File: config.mk
export PLATFORM = sky130hd
export DESIGN_NAME = mem_access_unit_flat
export DESIGN_NICKNAME = d
export VERILOG_FILES = /design/src/rtl/mem_access_unit_if.sv /design/src/rtl/mem_access_unit.sv /design/src/flat_wrapper.sv
export SDC_FILE = /design/constraint.sdc
export NUM_CORES = 1
export LEC_CHECK = 0
export ABC_AREA = 1
export CAP_MARGIN = 15
export CORE_MARGIN = 1.5
export CORE_UTILIZATION = 38
export DETAILED_ROUTE_END_ITERATION = 8
export PLACE_DENSITY = 0.82
export SETUP_SLACK_MARGIN = 0.2
export SLEW_MARGIN = 20
export SYNTH_ARGS = -nofsm -noshare
export SYNTH_HDL_FRONTEND = slang
export SYNTH_SLANG_ARGS = --single-unit
File: constraint.sdc
create_clock -name clk -period 1.2 [get_ports clk]
set_input_delay 0.3 -clock clk [delete_from_list [all_inputs] [get_ports clk]]
set_output_delay 0.3 -clock clk [all_outputs]
set_load 0.02 [all_outputs]
File: src/rtl/mem_access_unit_if.sv
`default_nettype none
// ============================================================================
//  Module      : mem_access_unit_if
//  Description : Request/response and RAM-side bundle for mem_access_unit.
//                Suffixes are from the sequencer's point of view: _i is
//                driven by the control unit or RAM, _o by the sequencer.
//  Ports       : start_i, is_store_i, size_i, load_unsigned_i, addr_in_i,
//                store_data_i, busy_o, done_o, misaligned_o, load_data_o,
//                bad_addr_o, mem_addr_o, mem_data_o, mem_w_en_o, mem_sel_o,
//                mem_rd_data_i
//  Revision    : 1.0  initial release
// ============================================================================
interface mem_access_unit_if;
   logic        start_i;
   logic        is_store_i;
   logic [1:0]  size_i;
   logic        load_unsigned_i;
   logic [31:0] addr_in_i;
   logic [31:0] store_data_i;
   logic        busy_o;
   logic        done_o;
   logic        misaligned_o;
   logic [31:0] load_data_o;
   logic [31:0] bad_addr_o;
   logic [31:0] mem_addr_o;
   logic [31:0] mem_data_o;
   logic        mem_w_en_o;
   logic [1:0]  mem_sel_o;
   logic [31:0] mem_rd_data_i;

   // Sequencer side
   modport slave (
      input  start_i, is_store_i, size_i, load_unsigned_i, addr_in_i,
             store_data_i, mem_rd_data_i,
      output busy_o, done_o, misaligned_o, load_data_o, bad_addr_o,
             mem_addr_o, mem_data_o, mem_w_en_o, mem_sel_o
   );

   // Control unit / RAM side
   modport master (
      output start_i, is_store_i, size_i, load_unsigned_i, addr_in_i,
             store_data_i, mem_rd_data_i,
      input  busy_o, done_o, misaligned_o, load_data_o, bad_addr_o,
             mem_addr_o, mem_data_o, mem_w_en_o, mem_sel_o
   );
endinterface
`default_nettype wire

File: src/rtl/mem_access_unit.sv
`default_nettype none
// ============================================================================
//  Module      : mem_access_unit
//  Description : Load/store sequencer between the control/datapath and a
//                byte-addressable little-endian data RAM. One request at a
//                time, optional wait states, misaligned word/half requests
//                rejected without a RAM access, byte/half load extraction
//                with sign or zero extension.
//  Ports       : clk  - clock, rising edge
//                rst  - synchronous active-high reset
//                bus  - mem_access_unit_if.slave (request, status, RAM bus)
//  Revision    : 1.0  initial release
// ============================================================================
module mem_access_unit #(
   parameter int WAIT_STATES = 0
) (
   input wire logic           clk,
   input wire logic           rst,
   mem_access_unit_if.slave   bus
);

   localparam logic [3:0] C_WAIT = 4'(WAIT_STATES);

   typedef enum logic [1:0] {
      S_IDLE   = 2'd0,
      S_ACCESS = 2'd1,
      S_DONE   = 2'd2,
      S_ERR    = 2'd3
   } state_t;

   state_t      state_q;
   logic [3:0]  cnt_q;
   logic        is_store_q;
   logic        unsigned_q;
   logic        busy_q;
   logic        done_q;
   logic        misaligned_q;
   logic        mem_w_en_q;
   logic [1:0]  mem_sel_q;
   logic [31:0] mem_addr_q;
   logic [31:0] mem_data_q;
   logic [31:0] load_data_q;
   logic [31:0] bad_addr_q;

   logic        w_misaligned;
   logic [31:0] load_data_d;

   assign w_misaligned = ((bus.size_i == 2'b00) && (bus.addr_in_i[1:0] != 2'b00)) ||
                         ((bus.size_i == 2'b01) && bus.addr_in_i[0]);

   // Extraction uses the registered size/extension so it is stable for the
   // whole ACCESS phase; size 11 falls through to the byte case.
   always_comb begin
      load_data_d = bus.mem_rd_data_i;
      case (mem_sel_q)
         2'b00:   load_data_d = bus.mem_rd_data_i;
         2'b01:   load_data_d = {{16{bus.mem_rd_data_i[15] & ~unsigned_q}},
                                 bus.mem_rd_data_i[15:0]};
         default: load_data_d = {{24{bus.mem_rd_data_i[7] & ~unsigned_q}},
                                 bus.mem_rd_data_i[7:0]};
      endcase
   end

   always_ff @(posedge clk) begin
      if (rst) begin
         state_q      <= S_IDLE;
         cnt_q        <= 4'd0;
         is_store_q   <= 1'b0;
         unsigned_q   <= 1'b0;
         busy_q       <= 1'b0;
         done_q       <= 1'b0;
         misaligned_q <= 1'b0;
         mem_w_en_q   <= 1'b0;
         mem_sel_q    <= 2'b00;
         mem_addr_q   <= 32'd0;
         mem_data_q   <= 32'd0;
         load_data_q  <= 32'd0;
         bad_addr_q   <= 32'd0;
      end else begin
         // Done/Misaligned are single-cycle pulses
         done_q       <= 1'b0;
         misaligned_q <= 1'b0;
         case (state_q)
            S_IDLE: begin
               if (bus.start_i) begin
                  mem_addr_q <= bus.addr_in_i;
                  mem_data_q <= bus.store_data_i;
                  mem_sel_q  <= bus.size_i;
                  is_store_q <= bus.is_store_i;
                  unsigned_q <= bus.load_unsigned_i;
                  if (w_misaligned) begin
                     state_q      <= S_ERR;
                     done_q       <= 1'b1;
                     misaligned_q <= 1'b1;
                     bad_addr_q   <= bus.addr_in_i;
                  end else begin
                     state_q    <= S_ACCESS;
                     cnt_q      <= C_WAIT;
                     busy_q     <= 1'b1;
                     // With no wait states the first ACCESS cycle is the final one
                     mem_w_en_q <= bus.is_store_i && (C_WAIT == 4'd0);
                  end
               end
            end
            S_ACCESS: begin
               if (cnt_q != 4'd0) begin
                  cnt_q      <= cnt_q - 4'd1;
                  // Raise the write enable for the cycle in which cnt reaches 0
                  mem_w_en_q <= is_store_q && (cnt_q == 4'd1);
               end else begin
                  state_q    <= S_DONE;
                  busy_q     <= 1'b0;
                  mem_w_en_q <= 1'b0;
                  done_q     <= 1'b1;
                  if (!is_store_q) begin
                     load_data_q <= load_data_d;
                  end
               end
            end
            S_DONE: begin
               state_q <= S_IDLE;
            end
            default: begin
               state_q <= S_IDLE;
            end
         endcase
      end
   end

   assign bus.busy_o       = busy_q;
   assign bus.done_o       = done_q;
   assign bus.misaligned_o = misaligned_q;
   assign bus.load_data_o  = load_data_q;
   assign bus.bad_addr_o   = bad_addr_q;
   assign bus.mem_addr_o   = mem_addr_q;
   assign bus.mem_data_o   = mem_data_q;
   assign bus.mem_w_en_o   = mem_w_en_q;
   assign bus.mem_sel_o    = mem_sel_q;

endmodule
`default_nettype wire
File: src/flat_wrapper.sv
// flat-port wrapper written by rule: the top's interface ports become plain ports
module mem_access_unit_flat 
#(
   parameter int WAIT_STATES = 0
)
  (clk, rst, bus_start_i, bus_is_store_i, bus_size_i, bus_load_unsigned_i, bus_addr_in_i, bus_store_data_i, bus_mem_rd_data_i, bus_busy_o, bus_done_o, bus_misaligned_o, bus_load_data_o, bus_bad_addr_o, bus_mem_addr_o, bus_mem_data_o, bus_mem_w_en_o, bus_mem_sel_o);
  mem_access_unit_if bus_i ();
  input wire logic clk;
  input wire logic rst;
  input wire logic [$bits(bus_i.start_i)-1:0] bus_start_i;
  input wire logic [$bits(bus_i.is_store_i)-1:0] bus_is_store_i;
  input wire logic [$bits(bus_i.size_i)-1:0] bus_size_i;
  input wire logic [$bits(bus_i.load_unsigned_i)-1:0] bus_load_unsigned_i;
  input wire logic [$bits(bus_i.addr_in_i)-1:0] bus_addr_in_i;
  input wire logic [$bits(bus_i.store_data_i)-1:0] bus_store_data_i;
  input wire logic [$bits(bus_i.mem_rd_data_i)-1:0] bus_mem_rd_data_i;
  output wire logic [$bits(bus_i.busy_o)-1:0] bus_busy_o;
  output wire logic [$bits(bus_i.done_o)-1:0] bus_done_o;
  output wire logic [$bits(bus_i.misaligned_o)-1:0] bus_misaligned_o;
  output wire logic [$bits(bus_i.load_data_o)-1:0] bus_load_data_o;
  output wire logic [$bits(bus_i.bad_addr_o)-1:0] bus_bad_addr_o;
  output wire logic [$bits(bus_i.mem_addr_o)-1:0] bus_mem_addr_o;
  output wire logic [$bits(bus_i.mem_data_o)-1:0] bus_mem_data_o;
  output wire logic [$bits(bus_i.mem_w_en_o)-1:0] bus_mem_w_en_o;
  output wire logic [$bits(bus_i.mem_sel_o)-1:0] bus_mem_sel_o;
  assign bus_i.start_i = bus_start_i;
  assign bus_i.is_store_i = bus_is_store_i;
  assign bus_i.size_i = bus_size_i;
  assign bus_i.load_unsigned_i = bus_load_unsigned_i;
  assign bus_i.addr_in_i = bus_addr_in_i;
  assign bus_i.store_data_i = bus_store_data_i;
  assign bus_i.mem_rd_data_i = bus_mem_rd_data_i;
  assign bus_busy_o = bus_i.busy_o;
  assign bus_done_o = bus_i.done_o;
  assign bus_misaligned_o = bus_i.misaligned_o;
  assign bus_load_data_o = bus_i.load_data_o;
  assign bus_bad_addr_o = bus_i.bad_addr_o;
  assign bus_mem_addr_o = bus_i.mem_addr_o;
  assign bus_mem_data_o = bus_i.mem_data_o;
  assign bus_mem_w_en_o = bus_i.mem_w_en_o;
  assign bus_mem_sel_o = bus_i.mem_sel_o;
  mem_access_unit #(.WAIT_STATES(WAIT_STATES)) u_core (.clk(clk), .rst(rst), .bus(bus_i));
endmodule
==> run metrics <==
status finished, violations left; failing checks negative setup slack; CP required 1.55 ns; CTS HTree Levels 4; core area 13800 µm²; utilization after layout 82.1%; Worst setup SP type flop; clk sinks 142; clk buf depth 2; final net count 1172; clk_lat worst skew 0.42 ns; root buffer selected by CTS clkbuf_16; Cell variety after synth 23; Syn Area/Cell 7.59 µm²; Peak VDD IR 0.000910 V; DRC 0; Pre-antenna DRT Iters 5; min Tclk post-route 1.53 ns; WS Path Type reg -> reg; PwrDens 1480 nW/µm²; Setup violations, final 151; syn_nets 810; Synth Register Bits 142; Placed Cells incl. Taps 1130; Die Y 122 µm; Design Power 16.9 mW; Yosys warning total 0; fin cells 1258; number of global-route vias before repair 5496; dpl ws -0.501 ns; first-pass GRT wire length 27.3 mm; CTS clk-pin slew, worst paths 0.06 ns; fraction of the cycle the final worst path needs 127%; Die Wd 122 µm; crit path capture type flop; full die area 14800 µm²; area leader, netlist dfxtp_1; endpoints failing hold 0; Hold-fix buffers, CTS 0; CTS Buf Count 17; Seq/Total Area, Yosys 53.2%; Synth top area share 53.2%; Cells after Synth 704; fin worst setup slack -0.329 ns; Post-DP HPWL 11.1 mm; grt total ovfl 0; WL final 24.7 mm; initial cell density of the core 38.6%; largest net degree at the start of global routing 40; unrepaired setup endpoints after global routing true; DR iter-0 viols 507; Layout Skew 0.00728 ns; Pleak 5.07 nW; area delta synth->final 113%; relative slew slack 74.2%; layout cells sized above 1 61.2%; Via Count 6479; antenna-violating nets left 0; Hold Path Class in -> reg; I/O pins 237; CTS tree done; synthesized cell area 5340 µm²; WL/cell 19.6 µm; row count 43; Max Fanout on Critical Path 6; dominant cells by area after synthesis dfxtp_1, nor2_1, o21ai_0; initial antenna violation count 1; vias per std cell 5.15; Worst Tran Pin Value 0.383 ns; GPL Wtd Cong 0.782; max-slew violation count 0; CP arrival 1.88 ns; All-Layer GR Usage 23.6%; Fillers 792; Peak Freq 654 MHz; max-cap violations 0; Port Buf Inserts 236
[stage by stage]
step,area [µm²],hold slack (ns),setup TNS (ns)
floorplan,5450,0.399,-1.07
global placement,8270,0.453,-51.54
detailed placement,8270,0.460,-55.46
CTS,9700,0.231,-7.69
global route,11400,0.308,-38.87
finish,11400,0.285,-32.10
[critical path, stage by stage (launching register included)]
cell,delay [ns]
dfxtp_4,0.37
nor2_4,0.15
nand2_4,0.11
nor2_4,0.16
inv_4,0.08
nor2_8,0.15
buf_6,0.12
buf_12,0.12
nand2_1,0.09
nand2_1,0.10
[sequential cells by signal, indices dropped and copies added (netlist names)]
register                 count
u_core.bus.bad_addr_o       32
u_core.bus.load_data_o      32
u_core.bus.mem_addr_o       32
u_core.bus.mem_data_o       32
u_core.cnt_q                 4
u_core.bus.mem_sel_o         2
u_core.state_q               2
u_core.bus.busy_o            1
u_core.bus.done_o            1
u_core.bus.mem_w_en_o        1
u_core.bus.misaligned_o      1
u_core.is_store_q            1
u_core.unsigned_q            1
[layout by cell type (no fill, tap or decap), drive strengths merged]
cell type,synthesis,routed
a211oi,1,1
a21oi,12,12
buf,24,275
bufinv,0,4
clkbuf,20,28
clkdlybuf4s50,0,99
clkinv,0,4
clkinvlp,0,4
dfxtp,142,142
diode,0,2
dlygate4sd2,0,3
ha,3,3
inv,39,37
nand2,85,86
nand3,38,38
nor2,218,218
nor3b,1,1
o21ai,120,120
or2,1,1
[where the power goes]
group | total [mW] | leakage (nW) | internal [mW] | switching [mW]
logic | 5.42 | 3.55 | 2.72 | 2.70
registers | 5.73 | 1.22 | 5.31 | 0.420
clock network | 5.72 | 0.297 | 3.62 | 2.10
[logic make-up after synthesis]
kind of cell	synth area share (%)
adder cells (fa/ha/maj)	0.702
AND/OR/NAND/NOR	26.3
AO/OA/AOI/OAI	12.5
buffers and inverters	7.26
flip-flops	53.2
[worst paths after layout]
check	start	endpoint	slack, ns	cells after the start
worst max-delay path	u_core.state_q[1]	u_core.bus.bad_addr_o[13]	-0.33	9
worst max register to register	u_core.state_q[1]	u_core.bus.bad_addr_o[13]	-0.33	9
worst min-delay path	bus_addr_in_i[0]	u_core.bus.bad_addr_o[0]	0.29	3
worst min register to register	u_core.bus.bad_addr_o[14]	u_core.bus.bad_addr_o[14]	0.48	2
[metal layers]
| layer | share of wire [%] | GRT usage [%] | wire, µm |
|---|---|---|---|
| met3 | 7.8 | 7.68 | 1920 |
| met1 | 36 | 27.5 | 8850 |
| met5 | 0 | 0 | 0 |
| met2 | 51 | 40.2 | 12600 |
| met4 | 5.4 | 9.34 | 1330 |
[cell usage after synthesis]
cell type and n:
a211oi_1 1, a21oi_1 12, buf_1 1, buf_2 13
buf_4 4, buf_6 6, clkbuf_1 20, dfxtp_1 142
ha_1 3, inv_1 35, inv_2 4, nand2_1 83
nand2_4 2, nand3_1 36, nand3_2 2, nor2_1 213
nor2_2 1, nor2_4 3, nor2_8 1, nor3b_1 1
o21ai_0 113, o21ai_1 7, or2_1 1
[layout make-up]
class                   count  area (µm²)  area share (%)
diodes                      2        5.00          0.0441
clock buffers              20         467            4.11
clock inverters             9         160            1.41
inverters                  39         171            1.51
multi-input cells         480        3050            26.8
flip-flops and latches    142        3040            26.7
well taps                 180         225            1.98
repair buffers            385        4230            37.2
repair inverters            1        16.3           0.143
[repair_timing]
item	4_1_cts	5_1_grt
setup endpoints to repair	276	276
gates resized for setup	1015	264
buffers inserted	16	62
pin swaps	13	90
gates cloned	4	15
Power figures use the tool's default switching activity.
